[src/rtl/ysyx_22041207_arb_pkg.sv]
// ============================================================================
// Module      : ysyx_22041207_arb_pkg
// Description : Shared types and widths for the IF/LSU memory-port arbiter.
// Revision    : 1.0 - initial release
// ============================================================================
`default_nettype none

package ysyx_22041207_arb_pkg;

  localparam int ADDR_W = 64;
  localparam int DATA_W = 64;
  localparam int INST_W = 32;
  localparam int MASK_W = DATA_W / 8;

  typedef enum logic [1:0] {
    IDLE  = 2'd0,
    ISSUE = 2'd1,
    WAIT  = 2'd2,
    RESP  = 2'd3
  } arb_state_e;

  typedef enum logic {
    OWN_IF  = 1'b0,
    OWN_LSU = 1'b1
  } arb_owner_e;

  // Instructions are 32-bit; addr[2] selects the half of the 64-bit beat.
  function automatic logic [INST_W-1:0] pick_inst(input logic sel_hi,
                                                  input logic [DATA_W-1:0] beat);
    return sel_hi ? beat[DATA_W-1:INST_W] : beat[INST_W-1:0];
  endfunction

endpackage

`default_nettype wire

[src/rtl/ysyx_22041207_arb_stats.sv]
// ============================================================================
// Module      : ysyx_22041207_arb_stats
// Description : Grant and IF-stall event counters for the memory arbiter.
// Revision    : 1.0 - initial release
// ============================================================================
`default_nettype none

module ysyx_22041207_arb_stats (
  input  logic        clk,
  input  logic        rst_n,
  input  logic        if_grant,
  input  logic        lsu_grant,
  input  logic        if_stall,
  input  logic [63:0] if_addr,
  output logic [31:0] stat_if_grants,
  output logic [31:0] stat_lsu_grants,
  output logic [31:0] stat_if_stall_cycles
);

  always_ff @(posedge clk or negedge rst_n) begin
    if (!rst_n) begin
      stat_if_grants       <= '0;
      stat_lsu_grants      <= '0;
      stat_if_stall_cycles <= '0;
    end else begin
      if (if_grant)  stat_if_grants       <= stat_if_grants + 32'd1;
      if (lsu_grant) stat_lsu_grants      <= stat_lsu_grants + 32'd1;
      if (if_stall)  stat_if_stall_cycles <= stat_if_stall_cycles + 32'd1;
    end
  end

`ifndef SYNTHESIS
  always @(posedge clk) begin
    if (rst_n && if_grant) $display("arb if %x", if_addr);
  end
`endif

endmodule

`default_nettype wire

[src/rtl/ysyx_22041207_mem_arb.sv]
// ============================================================================
// Module      : ysyx_22041207_mem_arb
// Description : Single-outstanding memory-port arbiter between IF and LSU,
//               LSU-priority with IF starvation guard and flush-drop.
//               Optional counters: define YSYX_22041207_ARB_STATS_EN.
// Revision    : 1.0 - initial release
// ============================================================================
`default_nettype none

module ysyx_22041207_mem_arb
  import ysyx_22041207_arb_pkg::*;
#(
  parameter int MAX_LSU_STREAK = 4
) (
  input  logic              clk,
  input  logic              rst_n,
  input  logic              if_req_valid,
  output logic              if_req_ready,
  input  logic [ADDR_W-1:0] if_req_addr,
  input  logic              if_flush,
  output logic              if_resp_valid,
  output logic [INST_W-1:0] if_resp_inst,
  input  logic              lsu_req_valid,
  output logic              lsu_req_ready,
  input  logic [ADDR_W-1:0] lsu_req_addr,
  input  logic              lsu_req_wen,
  input  logic [DATA_W-1:0] lsu_req_wdata,
  input  logic [MASK_W-1:0] lsu_req_wmask,
  output logic              lsu_resp_valid,
  output logic [DATA_W-1:0] lsu_resp_rdata,
  output logic              mem_req_valid,
  input  logic              mem_req_ready,
  output logic [ADDR_W-1:0] mem_req_addr,
  output logic              mem_req_wen,
  output logic [DATA_W-1:0] mem_req_wdata,
  output logic [MASK_W-1:0] mem_req_wmask,
  input  logic              mem_resp_valid,
`ifdef YSYX_22041207_ARB_STATS_EN
  output logic [31:0]       stat_if_grants,
  output logic [31:0]       stat_lsu_grants,
  output logic [31:0]       stat_if_stall_cycles,
`endif
  input  logic [DATA_W-1:0] mem_resp_rdata
);

  localparam logic [3:0] c_max_streak = 4'(MAX_LSU_STREAK);

  arb_state_e        r_state;
  arb_state_e        w_state_next;
  arb_owner_e        r_owner;
  logic [ADDR_W-1:0] r_addr;
  logic              r_wen;
  logic [DATA_W-1:0] r_wdata;
  logic [MASK_W-1:0] r_wmask;
  logic [DATA_W-1:0] r_rdata;
  logic              r_drop;
  logic [3:0]        r_streak;
  logic              w_pick_if;
  logic              w_if_grant;
  logic              w_lsu_grant;
  logic              w_in_flight;

  // Winner is chosen before the flush mask, so a flushed IF winner grants nobody.
  always_comb begin
    w_pick_if     = if_req_valid && (!lsu_req_valid || (r_streak == c_max_streak));
    if_req_ready  = rst_n && (r_state == IDLE) && w_pick_if && !if_flush;
    lsu_req_ready = rst_n && (r_state == IDLE) && lsu_req_valid && !w_pick_if;
  end

  assign w_if_grant  = if_req_valid && if_req_ready;
  assign w_lsu_grant = lsu_req_valid && lsu_req_ready;
  assign w_in_flight = (r_state == ISSUE) || (r_state == WAIT);

  always_comb begin
    w_state_next = r_state;
    case (r_state)
      IDLE:    if (w_if_grant || w_lsu_grant) w_state_next = ISSUE;
      ISSUE:   if (mem_req_ready) w_state_next = WAIT;
      WAIT:    if (mem_resp_valid) w_state_next = RESP;
      RESP:    w_state_next = IDLE;
      default: w_state_next = IDLE;
    endcase
  end

  always_ff @(posedge clk or negedge rst_n) begin
    if (!rst_n) r_state <= IDLE;
    else        r_state <= w_state_next;
  end

  always_ff @(posedge clk or negedge rst_n) begin
    if (!rst_n) begin
      r_owner  <= OWN_IF;
      r_addr   <= '0;
      r_wen    <= 1'b0;
      r_wdata  <= '0;
      r_wmask  <= '0;
      r_rdata  <= '0;
      r_drop   <= 1'b0;
      r_streak <= '0;
    end else begin
      if (w_if_grant) begin
        r_owner  <= OWN_IF;
        r_addr   <= if_req_addr;
        r_wen    <= 1'b0;
        r_wdata  <= '0;
        r_wmask  <= '0;
        r_streak <= '0;
      end else if (w_lsu_grant) begin
        r_owner <= OWN_LSU;
        r_addr  <= lsu_req_addr;
        r_wen   <= lsu_req_wen;
        r_wdata <= lsu_req_wdata;
        r_wmask <= lsu_req_wmask;
        if (if_req_valid && (r_streak < c_max_streak)) r_streak <= r_streak + 4'd1;
      end
      if ((r_state == WAIT) && mem_resp_valid) r_rdata <= mem_resp_rdata;
      if (r_state == RESP)
        r_drop <= 1'b0;
      else if (w_in_flight && (r_owner == OWN_IF) && if_flush)
        r_drop <= 1'b1;
    end
  end

  assign mem_req_valid  = (r_state == ISSUE);
  assign mem_req_addr   = (r_owner == OWN_IF) ? {r_addr[ADDR_W-1:3], 3'b000} : r_addr;
  assign mem_req_wen    = r_wen;
  assign mem_req_wdata  = r_wdata;
  assign mem_req_wmask  = r_wmask;

  assign if_resp_valid  = (r_state == RESP) && (r_owner == OWN_IF) && !r_drop;
  assign if_resp_inst   = pick_inst(r_addr[2], r_rdata);
  assign lsu_resp_valid = (r_state == RESP) && (r_owner == OWN_LSU);
  assign lsu_resp_rdata = r_rdata;

`ifdef YSYX_22041207_ARB_STATS_EN
  ysyx_22041207_arb_stats u_stats (
    .clk                  (clk),
    .rst_n                (rst_n),
    .if_grant             (w_if_grant),
    .lsu_grant            (w_lsu_grant),
    .if_stall             (if_req_valid && !if_req_ready),
    .if_addr              (if_req_addr),
    .stat_if_grants       (stat_if_grants),
    .stat_lsu_grants      (stat_lsu_grants),
    .stat_if_stall_cycles (stat_if_stall_cycles)
  );
`endif

endmodule

`default_nettype wire

[config.mk]
export PLATFORM = sky130hd
export DESIGN_NAME = ysyx_22041207_mem_arb
export DESIGN_NICKNAME = d
export VERILOG_FILES = /design/src/rtl/ysyx_22041207_arb_pkg.sv /design/src/rtl/ysyx_22041207_arb_stats.sv /design/src/rtl/ysyx_22041207_mem_arb.sv
export SDC_FILE = /design/constraint.sdc
export NUM_CORES = 1
export LEC_CHECK = 0
export CORE_AREA = 2 2 200 202
export CTS_CLUSTER_SIZE = 16
export DETAILED_ROUTE_END_ITERATION = 10
export DIE_AREA = 0 0 202 204
export GPL_TIMING_DRIVEN = 0
export HOLD_SLACK_MARGIN = 0.06
export SYNTH_ARGS = -nofsm -noshare
export SYNTH_HDL_FRONTEND = slang
export SYNTH_SLANG_ARGS = --single-unit
export TNS_END_PERCENT = 10
[constraint.sdc]
create_clock -name clk -period 1.8 [get_ports clk]
set_clock_uncertainty 0.2 [all_clocks]
set_input_delay 0.27 -clock clk [delete_from_list [all_inputs] [get_ports clk]]
set_output_delay 0.27 -clock clk [all_outputs]
set_load 0.05 [all_outputs]
==> summary.md <==
| Metric | Value |
|---|---|
| Outcome | `finished, violations left` |
| Violated checks | `hold timing, setup timing` |
| Total setup violations reported at the end of the flow | `243` |
| Max-cap violations | `0` |
| Termination of the worst setup path | `if_req_ready` |
| Critical R2R Launch | `r_streak[0]` |
| Static Leakage | `7.70 nW` |
| Gr ovfl total | `0` |
| Required time of the critical path | `1.33 ns` |
| Fraction of layout instances using a drive strength above 1 | `47.7%` |
| Internal reg-to-reg setup slack | `-0.57 ns` |
| Iteration count of the initial detailed-routing pass | `4` |
| Clock sink count | `209` |
| Pwr/cell area | `2160 nW/um2` |
| #FFs+latches synth | `209` |
| Cell type group with the largest total delay on the critical path | `buffers and inverters` |
| Number of buffers added on ports | `509` |
| Overall Global Routing Usage | `16.7%` |
| Synth async-reset ratio | `100%` |
| Crit path DAT | `1.97 ns` |
| Hold Vio Cnt, Final | `209` |
| Routed wire length | `36400 um` |
| Iter 0 DRT Violations | `324` |
| Top-level I/O count | `510` |
| Die Ht | `204 um` |
| Reg2Reg Depth | `11` |
| Clock insertion delay at the later pin of the skew report | `0.55 ns` |
| Number of unique standard cell types used by synthesis | `30` |
| Area used by multi-input combinational logic | `3540 um2` |
| Clock slew seen by the registers of the worst setup and hold paths | `0.06 ns` |
| Share of the synthesized area in the top cell type | `58.3%` |
| Sequential cell area | `5230 um2` |
| Antenna Diode Count | `0` |
| Number of core rows | `73` |
| H-tree lvl count | `1` |
| Number of remaining DRC errors | `0` |
| TritonCTS clock tree | `yes` |
| Filler Cells Inserted | `3699` |
| CP Class | `reg -> out` |
| Synth-to-Final Area Change | `85.9%` |
| Total vias in the final route | `7952` |
| Capturing element type of the critical path | `output port` |
| Fin cells | `1857` |
| Avg Synthesized Cell Area | `12.2 um2` |
| Setup TNS | `-74.07 ns` |
| Crit share post-route | `136%` |
| Worst Path Max Fanout | `2` |
| Critical path depth in cells | `7` |
| Max-slew violation count | `0` |
| Syn nets | `1016` |
| Launching element type of the critical path | `register` |
| Largest vdd supply drop | `1.47 mV` |
| Least-Margin Pin Slew | `0.542 ns` |
| Setup slack after layout | `-0.642 ns` |
| Maximum achievable frequency | `409 MHz` |
| Worst hold margin | `-0.562 ns` |
| Area of the core | `39200 um2` |
| Antenna violations before repair | `1` |
| Hold WC Path Type | `in -> async` |
| Post-Syn Area | `8970 um2` |
| Most numerous cell types in the synthesized netlist | `dfrtp_1 (209), mux2_2 (97), inv_1 (71)` |
| Most area-consuming cells after synthesis | `dfrtp_1 (58%), mux2_2 (12%), a22o_1 (6.7%)` |
| Die Area | `41200 um2` |
| Post-DP HPWL | `26300 um` |
| Warnings, synthesis | `0` |
| Unrepaired setup endpoints after global routing | `true` |
| Vias in the first global route | `8503` |
| # placed instances | `1773` |
| Per-cell via count in the routed design | `4.28` |
| EDFF count, synth | `0` |
| Cell count after synthesis | `737` |
| Library cell with the largest summed area after synthesis | `dfrtp_1` |
| Largest net degree at the start of global routing | `95` |
| CTS Hold Buffers Added | `2` |
| Crit path buffers/inverters | `4` |
| CTS Buffer Depth | `3` |
| Global-route wire length before repair | `52800 um` |
| Time the worst path needs with I/O delays and setup | `2.44 ns` |
| Routed len/inst | `19.6 um` |
| Number of CTS-inserted buffers | `26` |
| Launch point of the critical path | `r_streak[0]` |
| Number of nets in the final layout | `1591` |
| Starting density of the core | `22.9%` |
| Final weighted congestion in routability-driven placement | `0.786` |
| Flip-flop cell with the highest count after synthesis | `dfrtp_1` |
| Critical Path Slowest Stage Cell | `dfrtp_1` |
| Dominant cell type by count on the critical path | `buf_12` |
| Leading cell type by number of instances after synthesis | `dfrtp_1` |
| Utilization after layout | `42.6%` |
| Number of routed nets with antenna violations | `0` |
| End of the worst register-to-register path | `r_addr[39]` |
| Worst slew margin relative to its limit | `63.9%` |
| Crit-path cells | `inv_1, ha_2, nand3b_1, a211o_4, buf_12, clkinv_16, buf_12` |
| Post-synthesis sequential area ratio | `58.3%` |
| Master cell of the clock root buffer | `clkbuf_16` |
| Slowest stage delay, CP | `0.38 ns` |
| Width of the die | `202 um` |
worst min-delay path by stage:
stage	start	to	slack, ns	cells past startpoint
after global placement	mem_req_wdata[41]	mem_req_wdata[41]	0.28	1
final	rst_n	lsu_resp_rdata[9]	-0.56	1
after detailed placement	rst_n	lsu_resp_rdata[9]	0.02	1
after CTS	rst_n	lsu_resp_rdata[9]	-0.57	1
after global routing	rst_n	lsu_resp_rdata[9]	-0.56	1
after floorplan	rst_n	lsu_resp_rdata[0]	-0.23	0
layout by cell type (no fill, tap or decap), types with 3 or more instances in the layout:
master,instances
a21oi_1,34
a21oi_2,35
a22o_1,69
buf_12,17
buf_16,3
buf_2,60
buf_4,149
buf_6,48
buf_8,11
bufinv_16,6
clkbuf_1,4
clkbuf_16,34
clkbuf_2,76
clkbuf_8,10
clkdlybuf4s18_2,5
clkdlybuf4s50_1,270
clkinv_2,3
dfrtp_1,208
ha_2,3
inv_1,67
inv_2,3
mux2_2,92
mux2_4,5
nand2_1,9
nand2b_1,3
nor2_1,5
nor2_4,3
o22ai_1,10
o22ai_2,29
o22ai_4,25
logic make-up (layout without fill, tap and decap cells):
| kind of cell | Yosys count | count (layout) | synth area share (%) |
|---|---|---|---|
| xor gates and xnor gates | 1 | 1 | 0.0976 |
| adders and majority gates | 7 | 7 | 0.976 |
| buffers and inverters | 181 | 776 | 11.0 |
| muxes | 98 | 98 | 12.3 |
| and+or+nand+nor | 33 | 33 | 1.81 |
| AOI/OAI and AO/OA | 208 | 208 | 15.5 |
| DFF | 209 | 209 | 58.3 |
report_power, final:
group / switching [mW] / internal, mW
clock: 2.15 / 3.88
sequential: 1.39 / 6.88
combinational: 14.0 / 7.70
through the flow:
| step | setup slack [ns] | total power [mW] | hold slack [ns] | instance area [um2] |
|---|---|---|---|---|
| 3_5_place_dp | -1.44 | 29.7 | 0.0196 | 14900 |
| 6_report | -0.642 | 36.0 | -0.562 | 16700 |
| 5_1_grt | -0.740 | 37.7 | -0.558 | 16700 |
| 3_3_place_gp | -9.47 | 29.6 | 0.282 | 14800 |
| 4_1_cts | -0.683 | 36.5 | -0.574 | 16400 |
| 2_1_floorplan | -0.0719 | 22.1 | -0.226 | 9040 |
routing by layer:
| metal | GRT usage, % | wire, um | share of wire (%) |
|---|---|---|---|
| met5 | 0 | 11 | 0.030 |
| met3 | 4.91 | 2940 | 8.1 |
| met2 | 28.9 | 18300 | 50 |
| met1 | 19.7 | 13900 | 38 |
| met4 | 6.07 | 1210 | 3.3 |
state kept, by name, indices dropped and copies added, names as in the netlist:
register / flops
r_owner: 1
mem_req_wdata: 64
r_streak: 4
r_addr: 64
r_state: 2
lsu_resp_rdata: 64
mem_req_wmask: 8
mem_req_wen: 1
r_drop: 1
cell type report:
cell class	count	share of cell area, %
sequential	209	31.4
timing repair buffer	550	29.4
multi-input combinational	347	21.2
buffer	105	6.13
clock buffer	35	4.64
tap	525	3.94
inverter	73	1.86
clock inverter	13	1.41
worst register-to-register path, delay by kind of cell (launching register included):
family	cells	cell delay, ns
buffers and inverters	6	0.81
AOI/OAI and AO/OA	3	0.60
DFF	1	0.38
adders and majority gates	1	0.17
and+or+nand+nor	1	0.10
repair_timing:
action	4_1_cts	5_1_grt
endpoints found under the hold margin	211	209
pin swaps	7	14
cloned	2	3
endpoints found under the setup margin	441	345
resized for setup	723	352
buffers inserted	24	8
Power figures use the tool's default switching activity.
==> edit, RTL diff (same flow settings) <==
The option `YSYX_22041207_ARB_STATS_EN` is turned on by a define.
--- a/src/rtl/ysyx_22041207_mem_arb.sv
+++ b/src/rtl/ysyx_22041207_mem_arb.sv
@@ -6,6 +6,8 @@
 // Revision    : 1.0 - initial release
 // ============================================================================
 `default_nettype none
+
+`define YSYX_22041207_ARB_STATS_EN
 
 module ysyx_22041207_mem_arb
   import ysyx_22041207_arb_pkg::*;
Formal check against the unedited RTL (old outputs only; new: stat_if_grants, stat_if_stall_cycles and stat_lsu_grants): equivalent (equiv_simple and equiv_induct, registers matched by name and starting in step).
==> edit against the unedited design <==
The run still ends with hold timing, setup timing left. Critical endpoint is now lsu_req_ready. Area after synthesis rose by 55%. Worst setup slack gained 0.0019 ns. Non-clock buffer count grew 202. Total power is 20% higher. Critical path type unchanged. Sequential cell count is 96 higher. Worst hold slack improved by 0.049 ns. Cell area up 42%. Wire length up 57%. Highest routed layer unchanged.
==> edit: results (changes against the unedited design) <==
** CTS
- Number of buffers created by CTS :: 37 (+42%)
- Count of H-tree levels built during CTS :: 2 (+1)
- Quantity of hold-fixing buffers added after cts :: 46 (+44)

** Layout
- The final layout net count was 2391 (+50%).
- Share of cells above drive strength 1 :: 0.352 (-0.126)

** Synth
- Number of distinct library cells after synthesis :: 45 (+50%)
- Synthesized-area fraction occupied by xor and xnor cells :: 0.0594 (+0.0584)
- Post-synthesis compound-gate area fraction :: 0.0373 (-0.118)
- The number of nets in the synthesized netlist is 1635 (+61%).
- The proportion of synthesized chip area in sequential cells is 0.550 (-0.0324).
- Dominant cells by area after synthesis :: dfrtp_1, nand2_1, mux2_2, nand3_1, xnor2_1

** Timing
- Final number of setup-violating endpoints :: 431 (+77%)
- The number of endpoints with negative hold slack in the final report came to 219 (+4.8%).
- PnR worst setup slack :: -0.640 ns (+0.00189 ns)
- Sum Neg Setup Slack :: -135.08 ns (-61.01 ns)
- The worst-case hold slack came to -0.512 ns (+0.0494 ns).

** Critical path
- Crit path max-delay family :: simple AND/OR/NAND/NOR gates
- Worst R2R End :: u_stats.stat_if_grants[16]
- The delay of the slowest cell on the worst path came to 0.35 ns (-0.03 ns).
- Crit Reg-Reg Startpoint :: r_streak[1]
- The top fanout value on the critical path came to 3 (+1).
- The worst-case reg-to-reg path depth is 9 (-2).

** Placed design
- Pre-CTS worst setup slack :: -1.97 ns (-0.526 ns)
- The post-detailed-placement cell area was 21000 um^2 (+42%).

** Status
- The checks that failed: hold timing, setup timing.
- The run finished, with violations left.

** Power
- Standby leakage power :: 10.9 nW (+42%)
- The maximum VDD drop is 1.05 mV (-29%).

** GRT
- Antenna violations before repair :: 7 (+6)
- Number of global-route vias before repair :: 13100 (+54%)

** Routing
- Drt total wl :: 57000 um (+57%)
- The number of detailed-route iterations in the first pass was 5 (+1).
- The violation count after the first detailed-routing iteration came to 687 (+110%).
-- edit: cell count changes after synthesis, moves of 65 or more --
| cell | before | now |
|---|---|---|
| a21oi_1 | 69 | 4 |
| a22o_1 | 69 | 0 |
| dfrtp_1 | 209 | 305 |
| nand2_1 | 11 | 312 |
| nand3_1 | 3 | 109 |
| nor2_1 | 8 | 77 |
-- edit: how the worst max path moves through the flow --
stage,slack [ns],cells past startpoint,to,start
2_1_floorplan,-0.31,7,r_state[1],r_streak[0]
6_report,-0.64,8,lsu_req_ready,r_streak[1]
3_5_place_dp,-1.97,9,lsu_req_ready,rst_n
5_1_grt,-0.70,8,lsu_req_ready,r_streak[0]
4_1_cts,-0.66,8,lsu_req_ready,r_streak[0]
3_3_place_gp,-15.42,1,u_stats.stat_if_grants[10],rst_n
-- edit: repair_timing --
| item | in CTS | in global routing |
|---|---|---|
| gates resized for setup | 408 | 581 |
| gates cloned | 5 | 10 |
| pin swaps | 7 | 39 |
| setup buffers | 28 | 28 |
| hold endpoints to repair | 313 | 245 |
| setup endpoints to repair | 638 | 617 |
-- edit: cell families (layout without fill, tap and decap cells) --
kind of cell / Yosys count / count (layout)
and+or+nand+nor: 617 / 617
DFF: 305 / 305
buffers and inverters: 151 / 933
muxes: 99 / 99
xor gates and xnor gates: 94 / 94
AOI/OAI and AO/OA: 77 / 77
adders and majority gates: 10 / 10
other: 0 / 3
-- edit: power by group --
group / total, mW / switching [mW] / internal (mW)
sequential: 11.2 / 1.85 / 9.35
combinational: 24.6 / 15.8 / 8.88
clock: 7.37 / 2.96 / 4.40
-- edit: metal layers --
| metal | track usage | share of wire |
|---|---|---|
| met1 | 0.343 | 0.41 |
| met4 | 0.0814 | 0.030 |
| met3 | 0.0639 | 0.066 |
| met2 | 0.440 | 0.49 |
| met5 | 0 | 0.0012 |
-- edit: worst reg2reg max path: cells and delay by family, from the launching register on --
family / cells / cell delay, ns
compound gates: 1 / 0.47
fa+ha+maj: 1 / 0.16
buf+inv: 4 / 0.61
xor+xnor: 1 / 0.15
flops: 1 / 0.38
simple gates: 2 / 0.27
-- edit: cell type report --
type,instances,area share
multi-input combinational,897,0.252
clock inverter,6,0.00248
tap,525,0.0277
buffer,134,0.0592
inverter,11,0.00217
timing repair buffer,723,0.284
sequential,305,0.325
clock buffer,59,0.0473
antenna,3,0.000317
-- edit: metrics by stage --
stage | hold slack (ns) | cells
global route | -0.518 | 2662
floorplan | -0.226 | 1353
global placement | 0.258 | 2483
CTS | -0.524 | 2627
detailed placement | -0.0271 | 2486
finish | -0.512 | 2663
